`config.mk`:
```
export PLATFORM = sky130hd
export DESIGN_NAME = sw_job_sequencer
export DESIGN_NICKNAME = d
export VERILOG_FILES = /design/src/rtl/sw_job_sequencer.sv
export SDC_FILE = /design/constraint.sdc
export NUM_CORES = 1
export LEC_CHECK = 0
export BUFFER_PORTS_ARGS = -buffer_cell sky130_fd_sc_hd__buf_4
export CAP_MARGIN = 25
export CORE_MARGIN = 8
export CORE_UTILIZATION = 52
export DETAILED_ROUTE_END_ITERATION = 16
export HOLD_SLACK_MARGIN = 0.03
export PLACE_DENSITY = 0.84
export SLEW_MARGIN = 25
export SYNTH_ARGS = -nofsm -noshare
export SYNTH_HDL_FRONTEND = slang
export SYNTH_SLANG_ARGS = --single-unit
```
`constraint.sdc`:
```
create_clock -name clk -period 2.6 [get_ports clk]
set_input_delay 0.26 -clock clk [delete_from_list [all_inputs] [get_ports clk]]
set_output_delay 0.26 -clock clk [all_outputs]
set_load 0.02 [all_outputs]
```
`src/rtl/sw_job_sequencer.sv`:
```
// Job front-end for one SW scoring core: clears the core, streams
// 64 reference / 48 query symbols, then returns the core result.
`timescale 1ns/1ps
module sw_job_sequencer #(
    parameter int WIDTH_SCORE     = 8,
    parameter int WIDTH_POS_REF   = 7,
    parameter int WIDTH_POS_QUERY = 6,
    parameter int ADDR_W          = 8,
    parameter int TIMEOUT         = 1023
) (
    input  logic                       clk,
    input  logic                       reset,
    input  logic                       job_valid,
    output logic                       job_ready,
    input  logic [ADDR_W-1:0]          job_ref_base,
    input  logic [ADDR_W-1:0]          job_qry_base,
    output logic                       ref_rd_en,
    output logic [ADDR_W-1:0]          ref_rd_addr,
    input  logic [1:0]                 ref_rd_data,
    output logic                       qry_rd_en,
    output logic [ADDR_W-1:0]          qry_rd_addr,
    input  logic [1:0]                 qry_rd_data,
    output logic                       core_rst,
    output logic                       core_valid,
    output logic [1:0]                 core_data_ref,
    output logic [1:0]                 core_data_query,
    input  logic                       core_finish,
    input  logic [WIDTH_SCORE-1:0]     core_max,
    input  logic [WIDTH_POS_REF-1:0]   core_pos_ref,
    input  logic [WIDTH_POS_QUERY-1:0] core_pos_query,
    output logic                       res_valid,
    input  logic                       res_ready,
    output logic [WIDTH_SCORE-1:0]     res_max,
    output logic [WIDTH_POS_REF-1:0]   res_pos_ref,
    output logic [WIDTH_POS_QUERY-1:0] res_pos_query,
    output logic                       res_timeout,
    output logic                       busy
);

    localparam int WCNT_W = $clog2(TIMEOUT + 1);
    localparam logic [WCNT_W-1:0] TMO = WCNT_W'(TIMEOUT);
    localparam logic [5:0] K_LAST = 6'd63;
    localparam logic [5:0] K_QRY  = 6'd48;

    typedef enum logic [2:0] {
        S_IDLE,
        S_CLR,
        S_GAP,
        S_FETCH,
        S_DRAIN,
        S_WAIT,
        S_RESP
    } state_t;

    state_t                     r_state;
    state_t                     w_next;
    logic [ADDR_W-1:0]          r_ref_base;
    logic [ADDR_W-1:0]          r_qry_base;
    logic [5:0]                 r_k;
    logic [WCNT_W-1:0]          r_wcnt;
    logic                       r_core_rst;
    logic                       r_core_valid;
    logic                       r_qry_vld;
    logic [WIDTH_SCORE-1:0]     r_res_max;
    logic [WIDTH_POS_REF-1:0]   r_res_pos_ref;
    logic [WIDTH_POS_QUERY-1:0] r_res_pos_query;
    logic                       r_res_timeout;
    logic                       w_qry_on;
    logic                       w_tmo;

    assign w_qry_on = (r_k < K_QRY);
    assign w_tmo    = (r_wcnt == TMO);

    // State register; reset aborts any job in flight.
    always_ff @(posedge clk or posedge reset) begin
        if (reset) begin
            r_state <= S_IDLE;
        end else begin
            r_state <= w_next;
        end
    end

    // Next-state decode plus the combinational strobes of each state.
    always_comb begin
        w_next    = r_state;
        job_ready = 1'b0;
        ref_rd_en = 1'b0;
        qry_rd_en = 1'b0;
        unique case (r_state)
            S_IDLE: begin
                job_ready = 1'b1;
                if (job_valid) w_next = S_CLR;
            end
            S_CLR:   w_next = S_GAP;
            S_GAP:   w_next = S_FETCH;
            S_FETCH: begin
                ref_rd_en = 1'b1;
                qry_rd_en = w_qry_on;
                if (r_k == K_LAST) w_next = S_DRAIN;
            end
            S_DRAIN: w_next = S_WAIT;
            S_WAIT: begin
                if (core_finish || w_tmo) w_next = S_RESP;
            end
            S_RESP: begin
                if (res_ready) w_next = S_IDLE;
            end
            default: w_next = S_IDLE;
        endcase
    end

    // Job bases, fetch index and wait counter.
    always_ff @(posedge clk or posedge reset) begin
        if (reset) begin
            r_ref_base <= '0;
            r_qry_base <= '0;
            r_k        <= '0;
            r_wcnt     <= '0;
        end else begin
            if (r_state == S_IDLE && job_valid) begin
                r_ref_base <= job_ref_base;
                r_qry_base <= job_qry_base;
                r_k        <= '0;
            end
            if (r_state == S_FETCH) r_k <= r_k + 6'd1;
            if (r_state == S_DRAIN) begin
                r_wcnt <= '0;
            end else if (r_state == S_WAIT) begin
                r_wcnt <= r_wcnt + 1'b1;
            end
        end
    end

    // Core reset is registered so it is glitch-free; core_valid trails reads.
    always_ff @(posedge clk or posedge reset) begin
        if (reset) begin
            r_core_rst   <= 1'b1;
            r_core_valid <= 1'b0;
            r_qry_vld    <= 1'b0;
        end else begin
            r_core_rst   <= (w_next == S_CLR);
            r_core_valid <= ref_rd_en;
            r_qry_vld    <= qry_rd_en;
        end
    end

    // Result capture in WAIT; a finish on the timeout cycle still wins.
    always_ff @(posedge clk or posedge reset) begin
        if (reset) begin
            r_res_max       <= '0;
            r_res_pos_ref   <= '0;
            r_res_pos_query <= '0;
            r_res_timeout   <= 1'b0;
        end else if (r_state == S_WAIT) begin
            if (core_finish) begin
                r_res_max       <= core_max;
                r_res_pos_ref   <= core_pos_ref;
                r_res_pos_query <= core_pos_query;
                r_res_timeout   <= 1'b0;
            end else if (w_tmo) begin
                r_res_max       <= '0;
                r_res_pos_ref   <= '0;
                r_res_pos_query <= '0;
                r_res_timeout   <= 1'b1;
            end
        end
    end

    assign ref_rd_addr     = r_ref_base + ADDR_W'(r_k);
    assign qry_rd_addr     = r_qry_base + ADDR_W'(r_k);
    assign core_rst        = r_core_rst;
    assign core_valid      = r_core_valid;
    assign core_data_ref   = r_core_valid ? ref_rd_data : 2'b00;
    assign core_data_query = (r_core_valid && r_qry_vld) ? qry_rd_data : 2'b00;
    assign res_valid       = (r_state == S_RESP);
    assign res_max         = r_res_max;
    assign res_pos_ref     = r_res_pos_ref;
    assign res_pos_query   = r_res_pos_query;
    assign res_timeout     = r_res_timeout;
    assign busy            = (r_state != S_IDLE);

endmodule
```
==> results_dict.tcl <==
set metrics [dict create \
    wire_per_inst_microns 17.6 \
    synth_seq_cells 60 \
    die_w_microns 93.8 \
    finalCritPeriodShare_pct 101 \
    crit-reg2reg-launch "r_state[0]$_DFF_PP0_" \
    die_area_sq_mm 0.00880 \
    routed-wl-met3_microns 527 \
    yosys.area_share.simple_pct 15.5 \
    async_flop_share_pct 100 \
    ys_types 59 \
    gr-total-overflow 0 \
    fin_nets 466 \
    synth_area_per_cell_sq_um 10.6 \
    dr_wl_met2_mm 4.36 \
    synth_xor_area_share_pct 2.23 \
    synth_mux_area_share_pct 4.25 \
    core_sq_mm 0.00589 \
    crit_required_ps 2340 \
    antenna_found_initial 0 \
    synth_edf_count 0 \
    grt_pass1_vias 2757 \
    finalWirelength_mm 8.52 \
    wl_met1_mm 3.40 \
    drc 0 \
    worstMarginPinSlew_ps 663 \
    viasPerCell 5.77 \
    ir_drop_mv 0.943 \
    grt_use_total_pct 19.2 \
    r2r_slack_ps 650 \
    start_kind "register" \
    dp_hpwl_mm 5.95 \
    critical_path_arrival_ps 2370 \
    synth_area_sq_mm 0.00315 \
    finalWorstSetupSlack_ps -27.8 \
    yosys_warnings 0 \
    worstPathMaxFanout 7 \
    ant_nets 0 \
    grt_pass1_wl_mm 13.5 \
    period_minus_slack_ps 2630 \
    vias 2787 \
    worstSkewPairLatency_ps 340 \
    clkTransAtPathRegs_ps 70 \
    cts_sinks 60 \
    power.total_mw 5.11 \
    hp-class "in -> async" \
    cts_tree "yes" \
    p_leak_nw 2.04 \
    synth_compound_area_share_pct 18.8 \
    worst_setup_path_end_kind "output pin" \
    ys.flop_type "dfrtp_1" \
    ctsRootBufferMaster "clkbuf_8" \
    synth_top_family_by_area "compound AO/OA/AOI/OAI gates" \
    powerDensity_mw_per_mm2 1200 \
    drive_gt1_share_pct 38.0 \
    antenna_cells 0 \
    clock_skew_ps 9.96 \
    syn_nets 359 \
    cts_made_buffers 9 \
    slew_headroom_pct 55.7 \
    r2r_cells 5 \
    synth.yosys.seq_area_share_pct 47.7 \
    max_freq_mhz 381 \
    io_pins 95 \
    maxCapViolations 0 \
    syn-instance-count 297 \
    die_h_microns 93.8 \
    maxSlewViolCount 0 \
    startpoint "r_k[2]$_DFFE_PP0P_" \
    gp_congestion 0.902 \
    synthAdderAreaFrac_pct 6.84 \
    area_delta_synth_final_pct 35.2 \
    cts.htree.levels 3 \
    dp_cells 460 \
    outcome "complete, but fails checks" \
    rsz0062_at_grt "true" \
    port_buffers 94 \
    drt_iter0_markers 109 \
    clockBufferDepth 2 \
    setup_viol 1 \
    initial_core_util_pct 53.5 \
    first_pass_iters 5 \
    hold_violations 0 \
    critPathKind "reg -> out" \
    row_count 28 \
    final_cell_count_no_fill 483 \
    violations "negative setup slack" \
    highest-signal-layer "met4" \
    grt_max_degree 32 \
]
==> synthesized netlist by cell type, types with 2 or more instances <==
| cell | count | area (sq um) |
|---|---|---|
| or4_1 | 2 | 15.0 |
| o211ai_1 | 3 | 22.5 |
| and3_1 | 6 | 37.5 |
| nor2b_1 | 5 | 31.3 |
| buf_2 | 7 | 35.0 |
| o21ai_0 | 20 | 100 |
| a221o_1 | 2 | 20.0 |
| ha_1 | 14 | 175 |
| nand3_1 | 13 | 65.1 |
| o21a_1 | 2 | 15.0 |
| nor3b_1 | 2 | 15.0 |
| xor2_1 | 3 | 26.3 |
| o31a_1 | 2 | 17.5 |
| a21o_1 | 3 | 22.5 |
| nand2_1 | 25 | 93.8 |
| a22o_1 | 23 | 201 |
| o22ai_1 | 3 | 18.8 |
| nor3_1 | 5 | 25.0 |
| xnor2_1 | 5 | 43.8 |
| o31ai_1 | 2 | 15.0 |
| inv_1 | 18 | 67.6 |
| fa_1 | 2 | 40.0 |
| mux2_2 | 11 | 124 |
| buf_6 | 2 | 22.5 |
| nor2_1 | 12 | 45.0 |
| a21oi_1 | 13 | 65.1 |
| dfrtp_1 | 59 | 1480 |
| and2_1 | 2 | 12.5 |
==> final timing paths <==
kind                                                end
setup / recovery                         ref_rd_addr[7]
hold / removal             res_pos_query[0]$_DFFE_PP0P_
setup reg to reg                     r_k[2]$_DFFE_PP0P_
hold reg to reg                  res_max[5]$_DFFE_PP0P_
max in group asynchronous            core_rst$_DFF_PP1_
min in group clk              r_qry_base[7]$_DFFE_PP0P_
==> placed cells by master (no fill, tap or decap), drive strengths merged, types with 3 or more instances in the layout <==
master    n
nand2    25
inv      18
mux2     11
a21o      3
or4       3
ha       14
a22o     23
o211ai    3
o31ai     3
xnor2     5
xor2      3
and3      6
nor2     12
nand3    14
nor3      5
dfrtp    59
a21oi    13
buf     107
nor2b     5
clkbuf   10
o22ai     3
o21ai    21
==> metal layers <==
| metal | up-vias | global-route usage [%] |
|---|---|---|
| li1 | 1302 | - |
| met1 | 1358 | 23.1 |
| met2 | 105 | 30.9 |
| met3 | 22 | 4.80 |
| met4 | 0 | 10.4 |
| met5 | - | 0 |
==> final cells by class <==
class	instances	area, sq um
clock buffer	10	128
clock inverter	5	77.6
sequential	60	1510
tap	75	93.8
multi-input combinational	208	1560
inverter	18	67.6
fill	423	1630
timing repair buffer	107	820
==> critical path, stage by stage (launching register included) <==
cell,delay [ps]
dfrtp_2,470
ha_4,250
and3_1,180
a221o_1,350
or4b_1,570
nand3_2,90
buf_6,120
==> state kept, by name, summed over array words and instances, names as in the netlist <==
| signal | count |
|---|---|
| r_qry_vld | 1 |
| res_timeout | 1 |
| r_state | 3 |
| res_pos_query | 6 |
| r_ref_base | 8 |
| r_wcnt | 10 |
| core_valid | 1 |
| res_pos_ref | 7 |
| r_k | 6 |
| core_rst | 1 |
| r_qry_base | 8 |
| res_max | 8 |
==> stage by stage <==
| stage | hold slack (ps) | setup WS [ps] | setup TNS [ps] | cell area [sq um] | utilization [%] |
|---|---|---|---|---|---|
| 2_1_floorplan | 377 | 434 | 0 | 3150 | - |
| 3_3_place_gp | 401 | 338 | 0 | 3920 | 66.6 |
| 3_5_place_dp | 411 | 307 | 0 | 3920 | 66.6 |
| 4_1_cts | 42.1 | 14.4 | 0 | 4150 | 70.5 |
| 5_1_grt | 81.8 | -80.7 | -140 | 4260 | 72.3 |
| 6_report | 21.8 | -27.8 | -27.8 | 4260 | 72.3 |
==> where the power goes <==
part	switching, mW	internal, mW	total (mW)
registers	0.249	1.17	1.42
logic	1.49	1.31	2.79
clock network	0.370	0.531	0.901
==> what timing repair did <==
item | CTS | global route
gates resized for setup | 3 | 13
pin swaps | 0 | 5
cloned | 0 | 0
hold buffers | 0 | 0
buffers inserted | 0 | 8
endpoints found under the setup margin | 1 | 3
==> cells by family after synthesis <==
logic type	count (synthesis)
simple gates	88
xor+xnor	8
compound gates	84
flops	60
mux	12
fa+ha+maj	16
buf+inv	29
(Power assumes the default switching activity.)
